<file path="config.mk">
export PLATFORM = sky130hd
export DESIGN_NAME = counter_step_decoder
export DESIGN_NICKNAME = d
export VERILOG_FILES = /design/src/rtl/counter_pkg.sv /design/src/rtl/counter_step_decoder_step_decode.sv /design/src/rtl/counter_step_decoder.sv
export SDC_FILE = /design/constraint.sdc
export NUM_CORES = 1
export LEC_CHECK = 0
export CORE_AREA = 5 5 50 52
export CTS_CLUSTER_DIAMETER = 80
export DETAILED_ROUTE_END_ITERATION = 8
export DIE_AREA = 0 0 55 57
export GPL_ROUTABILITY_DRIVEN = 1
export PLACE_DENSITY = 0.79
export REMOVE_ABC_BUFFERS = 1
export SKIP_LAST_GASP = 1
export SYNTH_ARGS = -nofsm -noshare
export SYNTH_HDL_FRONTEND = slang
export SYNTH_HIERARCHICAL = 1
export SYNTH_SLANG_ARGS = --single-unit
export TNS_END_PERCENT = 20
</file>
<file path="constraint.sdc">
create_clock -name clk -period 4.8 [get_ports clk]
set_input_delay 1.44 -clock clk [delete_from_list [all_inputs] [get_ports clk]]
set_output_delay 1.44 -clock clk [all_outputs]
set_load 0.02 [all_outputs]
</file>
<file path="src/rtl/counter_pkg.sv">
// Shared constants for the counter sel/Q interface: sel codes, step sizes
// and the decoder FSM state encoding.
package counter_pkg;

    localparam logic [1:0] SEL_INC1 = 2'b00;
    localparam logic [1:0] SEL_INC2 = 2'b01;
    localparam logic [1:0] SEL_INC4 = 2'b10;
    localparam logic [1:0] SEL_RST  = 2'b11;

    localparam logic [2:0] STEP_INC1 = 3'd1;
    localparam logic [2:0] STEP_INC2 = 3'd2;
    localparam logic [2:0] STEP_INC4 = 3'd4;

    typedef enum logic {
        UNSYNC = 1'b0,
        TRACK  = 1'b1
    } state_e;

endpackage

</file>
<file path="src/rtl/counter_step_decoder_step_decode.sv">
// Combinational step classifier: maps a q_prev -> q_in transition onto the
// sel code that produced it. Add steps take priority over the force-to-zero
// code, so 7->0, 6->0 and 4->0 decode as +1, +2 and +4.
module step_decode
    import counter_pkg::*;
(
    input  logic [2:0] q_prev_i,
    input  logic [2:0] q_in_i,
    output logic [1:0] sel_code_o,
    output logic       legal_o
);

    logic [2:0] delta;

    // Modulo-8 delta followed by the fixed decode priority.
    always_comb begin
        delta      = q_in_i - q_prev_i;
        sel_code_o = SEL_INC1;
        legal_o    = 1'b1;
        if (delta == STEP_INC1) begin
            sel_code_o = SEL_INC1;
        end else if (delta == STEP_INC2) begin
            sel_code_o = SEL_INC2;
        end else if (delta == STEP_INC4) begin
            sel_code_o = SEL_INC4;
        end else if (q_in_i == 3'd0) begin
            sel_code_o = SEL_RST;
        end else begin
            legal_o = 1'b0;
        end
    end

endmodule

</file>
<file path="src/rtl/counter_step_decoder.sv">
// Decoding end of the counter sel/Q interface. Tracks the Q stream, emits the
// recovered sel code per transition, flags illegal steps with a saturating
// error count and drops sync after MAX_CONSEC_ERR consecutive errors.
// Optional build macro STEP_HIST_EN adds four 16-bit saturating per-code
// tallies (hist_00..hist_11) of decoded transitions.
module counter_step_decoder
    import counter_pkg::*;
#(
    parameter int unsigned ERR_CNT_W      = 8,
    parameter int unsigned MAX_CONSEC_ERR = 3
) (
    input  logic                 clk,
    input  logic                 rst,
    input  logic [2:0]           q_in,
    input  logic                 q_valid,
    output logic [1:0]           sel_out,
    output logic                 sel_valid,
    output logic                 step_err,
    output logic                 synced,
    output logic [ERR_CNT_W-1:0] err_count
`ifdef STEP_HIST_EN
    ,
    output logic [15:0]          hist_00,
    output logic [15:0]          hist_01,
    output logic [15:0]          hist_10,
    output logic [15:0]          hist_11
`endif
);

    localparam logic [2:0] MAX_C = 3'(MAX_CONSEC_ERR);

    state_e                 state_q, state_d;
    logic [2:0]             q_prev_q, q_prev_d;
    logic [2:0]             consec_q, consec_d;
    logic [ERR_CNT_W-1:0]   err_q, err_d;
    logic [1:0]             sel_q, sel_d;
    logic                   sel_valid_q, sel_valid_d;
    logic                   step_err_q, step_err_d;

    logic [1:0]             dec_sel;
    logic                   dec_legal;

    step_decode u_step_decode (
        .q_prev_i   (q_prev_q),
        .q_in_i     (q_in),
        .sel_code_o (dec_sel),
        .legal_o    (dec_legal)
    );

    // Next-state and registered-output logic for the UNSYNC/TRACK FSM.
    always_comb begin
        state_d     = state_q;
        q_prev_d    = q_prev_q;
        consec_d    = consec_q;
        err_d       = err_q;
        sel_d       = sel_q;
        sel_valid_d = 1'b0;
        step_err_d  = 1'b0;
        case (state_q)
            UNSYNC: begin
                consec_d = '0;
                if (q_valid) begin
                    q_prev_d = q_in;
                    state_d  = TRACK;
                end
            end
            TRACK: begin
                if (!q_valid) begin
                    state_d = UNSYNC;
                end else begin
                    q_prev_d = q_in;
                    if (dec_legal) begin
                        sel_d       = dec_sel;
                        sel_valid_d = 1'b1;
                        consec_d    = '0;
                    end else begin
                        step_err_d = 1'b1;
                        if (err_q != '1) begin
                            err_d = err_q + 1'b1;
                        end
                        // Leave TRACK on the same edge that records the
                        // MAX-th error so the following sample re-arms.
                        if (consec_q + 3'd1 >= MAX_C) begin
                            state_d  = UNSYNC;
                            consec_d = '0;
                        end else begin
                            consec_d = consec_q + 3'd1;
                        end
                    end
                end
            end
            default: state_d = UNSYNC;
        endcase
    end

    // State and output registers with synchronous reset.
    always_ff @(posedge clk) begin
        if (rst) begin
            state_q     <= UNSYNC;
            q_prev_q    <= '0;
            consec_q    <= '0;
            err_q       <= '0;
            sel_q       <= SEL_INC1;
            sel_valid_q <= 1'b0;
            step_err_q  <= 1'b0;
        end else begin
            state_q     <= state_d;
            q_prev_q    <= q_prev_d;
            consec_q    <= consec_d;
            err_q       <= err_d;
            sel_q       <= sel_d;
            sel_valid_q <= sel_valid_d;
            step_err_q  <= step_err_d;
        end
    end

    assign sel_out   = sel_q;
    assign sel_valid = sel_valid_q;
    assign step_err  = step_err_q;
    assign synced    = (state_q == TRACK);
    assign err_count = err_q;

`ifdef STEP_HIST_EN
    logic [15:0] hist_q [4];

    // Per-code saturating tallies, updated alongside the sel_valid pulse.
    always_ff @(posedge clk) begin
        for (int unsigned i = 0; i < 4; i++) begin
            if (rst) begin
                hist_q[i] <= '0;
            end else if (sel_valid_d && (sel_d == 2'(i)) && (hist_q[i] != '1)) begin
                hist_q[i] <= hist_q[i] + 16'd1;
            end
        end
    end

    assign hist_00 = hist_q[0];
    assign hist_01 = hist_q[1];
    assign hist_10 = hist_q[2];
    assign hist_11 = hist_q[3];
`endif

endmodule

</file>
==> qor.csv, run 1 <==
metric,value,unit
status,completed,
tritoncts,built,
critical_path.cell_chain,"clkdlybuf4s50_1, inv_1, ha_1, fa_1, xnor2_1, xnor2_1, o211ai_1, nand3b_4, or3b_4, or3_1, a21oi_1",
grt_antenna_before_repair,0,
clkSlewWorstSetupHoldPaths,0.10,ns
grt_start_max_net_pins,21,
ys.flop_type,dfxtp_1,
cts_made_buffers,3,
final_util,60.34,%
netlist_area,1031,sq um
avgSynthCellArea,9.288,sq um
maxSlewViolCount,0,
rows,17,
post-route-min-period,4.250,ns
htreeDepth,1,
start_util,49.97,%
ant_nets,0,
worst_slack,0.5502,ns
dieHeight,57,um
crit_type,primary input to flip-flop,
firstDrtPassIters,4,
post-route-drc-count,0,
core_area,2063,sq um
ff_latch_area,380.4,sq um
hold_buffers,0,
hold_viol_final,0,
pre_cts_ws,0.2446,ns
fin_total_pwr,0.2968,mW
drt-initial-drc-count,6,
ir_worst_vdd,0.1382,mV
gp_routability_congestion,0.7725,
path_buf_inv,2,
rsz0062_at_grt,false,
io_buffer_count,18,
multi_input_area,608.1,sq um
grt_pass1_vias,798,
num_vias,844,
die_w,55,um
clock_sinks,19,
critPathMaxStageDelay,0.55,ns
async_flop_share,0,%
synth.most_common_cell,nor2_1,
place_hpwl,1452,um
insertion_delay,0.28,ns
fmax,0.2353,GHz
end_kind,flip-flop,
synthCells,111,
slowest_stage,clkdlybuf4s50_1,
maxCapViolations,0,
num_antenna_cells,0,
routed_wl,1841,um
yosysTopAreaCell,dfxtp_1,
cts_buffer_depth,2,
timing.final.crit_share,88.54,%
synth_warnings,6,
hold_path.class,flip-flop to flip-flop,
yosysSeqAreaShare,36.89,%
crit_fanout,6,
ys_ff_latch,19,
slew_headroom,52.96,%
setup_viol,0,
p_leak,0.5243,nW
final_nets,140,
post_cts_buffers,0,
nFillCells,197,
tns,0,ns
grt.total_usage,13.24,%
synth_edf_count,0,
routed_via_density,5.410,
crit_family,simple AND/OR/NAND/NOR gates,
die_area,3135,sq um
avgRoutedWirePerCell,11.80,um
cts_resized,0,
ctsRootBufferMaster,clkbuf_4,
syn2layout_area_growth,20.75,%
synth_top_area_share,36.89,%
synth_cell_types,37,
drive_gt1_share,5.469,%
start_kind,primary input,
crit_arrival,4.45,ns
worstPathRequired,5.00,ns
netlist_top_cells_count,"nor2_1, dfxtp_1, xor2_1",
ios,19,
worstMarginPinSlew,0.7035,ns
holdWs,0.5079,ns
clock_skew,0.0006438,ns
power_density,238.4,nW/um^2
path_common_cell,xnor2_1,
grt_overflow,0,
synthTopCellsByArea,"dfxtp_1, nor2_1, xor2_1",
grt_first_pass_wirelength,3229,um
[layout make-up]
type,count,area share [%]
multi-input combinational,83,48.84
tap,28,2.814
timing repair buffer,18,14.47
sequential,19,30.55
clock buffer,4,2.111
inverter,4,1.206
[through the flow]
stage	cell area, sq um	std cells
finish	1245	156
global route	1245	156
CTS	1245	156
detailed placement	1219	152
global placement	1219	152
floorplan	1003	106
[layout by cell type, fill, tap and decap left out, drive strengths merged, types with 3 or more instances in the layout]
cell            n
dfxtp          19
xor2            7
nor3            3
clkbuf          4
inv             4
clkdlybuf4s50  18
xnor2           3
mux2i           6
ha              4
nand4           3
nand2           4
nor2           20
o211ai          4
[kinds of logic after synthesis]
kind of cell,count (synthesis),synth area share [%]
muxes,7,6.918
DFF,19,36.89
AOI/OAI and AO/OA,14,9.831
buffers and inverters,9,4.125
and+or+nand+nor,46,24.76
xor gates and xnor gates,11,10.68
adders and majority gates,5,6.796
[metal layers]
layer	share of wire, %	GRT usage (%)	vias to the layer above
met5	0	0	-
li1	-	-	423
met2	50	23.14	17
met1	44	16.37	402
met3	4.5	0.7833	2
met4	1.5	5.208	0
[worst register-to-register path, cell delays in order, from the launching register on]
cell	delay (ns)
dfxtp_1	0.33
ha_1	0.20
fa_1	0.45
xnor2_1	0.34
xnor2_1	0.16
o211ai_1	0.16
nand3b_4	0.20
or3b_4	0.42
or3_1	0.32
a21oi_1	0.15
[registers in the layout, summed over array words and instances, names as in the netlist]
name,count
sel_valid,1
step_err,1
synced,1
consec_q,3
sel_out,2
err_count,8
q_prev_q,3
[path summary, 6_finish.rpt]
check | slack, ns | to | depth (start not counted) | start
hold reg to reg | 0.51 | sel_out[0] | 2 | sel_out[0]
setup / recovery | 0.55 | err_count[6] | 11 | q_in[0]
setup reg to reg | 1.99 | err_count[6] | 9 | q_prev_q[0]
hold / removal | 0.51 | sel_out[0] | 2 | sel_out[0]
[where the power goes]
group / switching, mW / internal (mW)
clock network: 0.0432 / 0.0322
registers: 0.00353 / 0.161
logic: 0.0287 / 0.0279
total: 0.0754 / 0.221
(Power assumes the default switching activity.)
==> inputs of run 2 (changes only) <==
Settings changed: REMOVE_ABC_BUFFERS 1 to default.
==> qor.csv, run 2 (synthesized netlist as in run 1, its figures left out) <==
metric,value,unit
fmax,0.2361,GHz
post-route-min-period,4.235,ns
maxCapViolations,0,
ios,19,
r2r_cells,9,
syn2layout_area_growth,20.87,%
clock_sinks,19,
grt_first_pass_wirelength,3443,um
wirelength_met1,952,um
crit_arrival,4.47,ns
r2r_end,err_count[6],
power_density,243.1,nW/um^2
post_cts_buffers,0,
dp_cells,152,
layout_common_cells,"nor2_1, dfxtp_1, clkdlybuf4s50_1, xor2_1, mux2i_1",
layout_commonest_cell,nor2_1,
num_vias,825,
worst_slack,0.5653,ns
largest_reg_flops,8,
power_frac_comb,18.7,%
min-delay-start,sel_out[0],
crit_fanout,6,
clkSlewWorstSetupHoldPaths,0.12,ns
p_sw,0.08260,mW
wl_met3,86,um
routed_via_density,5.288,
crit_type,primary input to flip-flop,
htreeDepth,1,
dpl_cell_area,1219,sq um
avgRoutedWirePerCell,12.75,um
num_antenna_cells,0,
start_kind,primary input,
grt_antenna_before_repair,0,
timing.final.crit_share,88.22,%
tritoncts,built,
tns,0,ns
clock_skew,0.01632,ns
stdcell_area,1246,sq um
clockPowerShare,26.9,%
routed_wl,1989,um
setup_viol,0,
rsz0062_at_grt,false,
p_seq_share,54.4,%
worstPathRequired,5.03,ns
final_cells,156,
grt.total_usage,14.60,%
end_kind,flip-flop,
post-route-drc-count,0,
die_w,55,um
r2r-start,q_prev_q[0],
maxSlewViolCount,0,
hold_path.class,flip-flop to flip-flop,
place_hpwl,1529,um
ctsRootBufferMaster,clkbuf_4,
start_util,49.97,%
gp_routability_congestion,0.9312,
min_to,sel_out[0],
cts_made_buffers,3,
rows,17,
final_nets,140,
die_area,3135,sq um
dieHeight,57,um
drive_gt1_share,6.250,%
core_area,2063,sq um
ant_nets,0,
rrSetupSlack,1.99,ns
switching_share,27.27,%
cts_resized,0,
worstMarginPinSlew,0.7088,ns
slew_headroom,52.60,%
postSynthNetCount,122,
drt-initial-drc-count,10,
hold_buffers,0,
insertion_delay,0.30,ns
grt_pass1_vias,803,
grt_start_max_net_pins,21,
grt_overflow,0,
pre_cts_ws,0.2513,ns
p_leak,0.5270,nW
firstDrtPassIters,4,
hold_viol_final,0,
ir_worst_vdd,0.1802,mV
wl_met2,919,um
hold_depth,2,
io_buffer_count,18,
p_int,0.2203,mW
cts_buffer_depth,2,
status,completed,
dr.max_layer_used,met4,
## run 2: changes by cell type in the layout (fill, tap and decap cells not counted)
cell,change
clkbuf_1,-1
clkinv_2,+1
## run 2: through the flow
stage	total power, mW	hold slack (ns)	utilization (%)
2_1_floorplan	0.2105	0.4671	-
3_3_place_gp	0.2228	0.4865	59.07
3_5_place_dp	0.2251	0.4886	59.07
4_1_cts	0.3080	0.5178	60.40
5_1_grt	0.3223	0.5554	60.40
6_report	0.3029	0.5127	60.40
## run 2: critical path: stages
cell and delay [ns]:
clkdlybuf4s50_1 0.55, inv_1 0.06, ha_1 0.19, fa_1 0.45, xnor2_1 0.35, xnor2_1 0.16, o211ai_1 0.17, nand3b_4 0.21
or3b_4 0.42, or3_1 0.32, a21oi_1 0.14
## run 2: routing by layer
metal | vias to the layer above | global-route usage [%]
li1 | 419 | -
met1 | 385 | 19.16
met5 | - | 0
met3 | 4 | 3.133
met4 | 0 | 6.944
met2 | 17 | 22.30
## run 2: worst max-delay path by stage
| stage | from | endpoint | slack [ns] |
|---|---|---|---|
| 5_1_grt | q_in[0] | err_count[6] | 0.38 |
| 3_3_place_gp | q_in[0] | err_count[6] | 0.36 |
| 2_1_floorplan | q_in[0] | err_count[6] | 1.05 |
| 6_report | q_in[0] | err_count[6] | 0.57 |
| 4_1_cts | q_in[0] | err_count[6] | 0.57 |
| 3_5_place_dp | q_in[0] | err_count[6] | 0.25 |
## run 2: layout make-up
cell class              count  area, sq um
flip-flops and latches     19        380.4
well taps                  28        35.03
fillers                   202        817.0
multi-input cells          83        608.1
clock buffers               3        22.52
clock inverters             1        5.005
inverters                   4        15.01
repair buffers             18        180.2
## run 2: power by group through the flow
stage	clock [mW]	combinational, mW	sequential [mW]
after floorplan	0	0.0402	0.170
after detailed placement	0	0.0565	0.169
after global routing	0.0943	0.0624	0.166
final	0.0815	0.0565	0.165
after global placement	0	0.0544	0.168
after CTS	0.0864	0.0567	0.165
==> inputs of run 3 (changes only) <==
Settings changed: CORE_AREA 5 5 50 52 to 5 5 71 73, DIE_AREA 0 0 55 57 to 0 0 76 78, PLACE_DENSITY 0.79 to 0.42.
==> qor.csv, run 3 (synthesized netlist as in run 1, its figures left out) <==
metric,value,unit
status,completed,
hold_path.class,flip-flop to flip-flop,
min-delay-start,sel_out[0],
rrSetupSlack,2.00,ns
start_util,24.01,%
timing.final.crit_share,88.65,%
routed_wl,2110,um
worstMarginPinSlew,0.7263,ns
clkSlewWorstSetupHoldPaths,0.08,ns
largest_reg_flops,8,
p_int,0.2469,mW
nFillCells,462,
drt-initial-drc-count,19,
maxCapViolations,0,
ff_latch_area,380.4,sq um
num_antenna_cells,0,
post-route-min-period,4.255,ns
layout_commonest_cell,nor2_1,
post-route-drc-count,0,
crit_type,primary input to flip-flop,
switching_share,26.55,%
ant_nets,0,
hold_depth,2,
rsz0062_at_grt,false,
tns,0,ns
clockPowerShare,34.1,%
clock_skew,0.004651,ns
grt_first_pass_wirelength,3705,um
setup_viol,0,
min_to,sel_out[0],
drive_gt1_share,6.250,%
final_nets,140,
gp_routability_congestion,0.7778,
io_buffer_count,18,
slew_headroom,51.43,%
r2r-start,q_prev_q[0],
num_vias,833,
avgRoutedWirePerCell,11.72,um
power_density,259.6,nW/um^2
htreeDepth,1,
dieHeight,78,um
p_sw,0.08926,mW
grt_start_max_net_pins,21,
r2r_end,err_count[6],
routed_via_density,4.628,
hold_viol_final,0,
firstDrtPassIters,4,
r2r_cells,9,
power_frac_comb,16.9,%
die_w,76,um
worst_slack,0.5450,ns
crit_arrival,4.44,ns
core_area,4294,sq um
place_hpwl,1611,um
syn2layout_area_growth,25.61,%
worstPathRequired,4.98,ns
cts_made_buffers,3,
cts_buffer_depth,2,
grt.total_usage,7.650,%
ios,19,
p_leak,0.5348,nW
clock_sinks,19,
start_kind,primary input,
fmax,0.2350,GHz
rows,24,
cts_resized,0,
grt_overflow,0,
insertion_delay,0.26,ns
maxSlewViolCount,0,
ctsRootBufferMaster,clkbuf_8,
grt_pass1_vias,844,
multi_input_area,608.1,sq um
postSynthNetCount,122,
grt_antenna_before_repair,0,
crit_fanout,6,
p_seq_share,49.0,%
die_area,5928,sq um
pre_cts_ws,0.2609,ns
ir_worst_vdd,0.1014,mV
tritoncts,built,
post_cts_buffers,0,
layout_common_cells,"nor2_1, dfxtp_1, clkdlybuf4s50_1, xor2_1, mux2i_1",
end_kind,flip-flop,
hold_buffers,0,
run 3: changes by cell type in the layout (fill, tap and decap cells not counted):
cell,before,now
clkbuf_4,3,0
clkbuf_8,0,3
run 3: worst max-delay path by stage:
stage | slack [ns] | startpoint | depth (start not counted) | to
floorplan | 1.05 | q_in[0] | 10 | err_count[6]
global placement | 0.32 | q_in[0] | 11 | err_count[6]
detailed placement | 0.26 | q_in[0] | 11 | err_count[6]
CTS | 0.54 | q_in[0] | 11 | err_count[6]
global route | 0.36 | q_in[0] | 11 | err_count[7]
finish | 0.55 | q_in[0] | 11 | err_count[6]
run 3: final cells by class:
| type | count | area share (%) |
|---|---|---|
| clock buffers | 3 | 3.188 |
| clock inverters | 1 | 0.3865 |
| inverters | 4 | 1.159 |
| multi-input cells | 83 | 46.96 |
| flip-flops and latches | 19 | 29.37 |
| well taps | 52 | 5.024 |
| repair buffers | 18 | 13.91 |
run 3: worst max-delay path: stages:
cell	delay (ns)
clkdlybuf4s50_1	0.55
inv_1	0.06
ha_1	0.19
fa_1	0.45
xnor2_1	0.34
xnor2_1	0.16
o211ai_1	0.17
nand3b_4	0.20
or3b_4	0.42
or3_1	0.31
a21oi_1	0.14
run 3: metal layers:
layer	vias to the layer above	track usage, %	part of all wire, %
li1	424	-	-
met1	390	8.322	44
met2	15	13.36	49
met3	4	3.125	5.8
met4	0	2.669	1.4
met5	-	0	0
run 3: through the flow:
step,hold WS [ns],cell area (sq um),util [%],power (mW),cells
after global routing,0.5570,1295,30.16,0.3541,180
final,0.5070,1295,30.16,0.3362,180
after global placement,0.4826,1249,29.08,0.2246,176
after floorplan,0.4671,1031,-,0.2105,111
after detailed placement,0.4997,1249,29.08,0.2260,176
after CTS,0.5187,1295,30.16,0.3445,180
run 3: power by group through the flow:
stage                     sequential [mW]  clock [mW]  combinational (mW)
after global routing                0.166       0.126              0.0629
after floorplan                     0.170           0              0.0402
final                               0.165       0.115              0.0568
after detailed placement            0.169           0              0.0573
after CTS                           0.165       0.122              0.0576
after global placement              0.169           0              0.0559
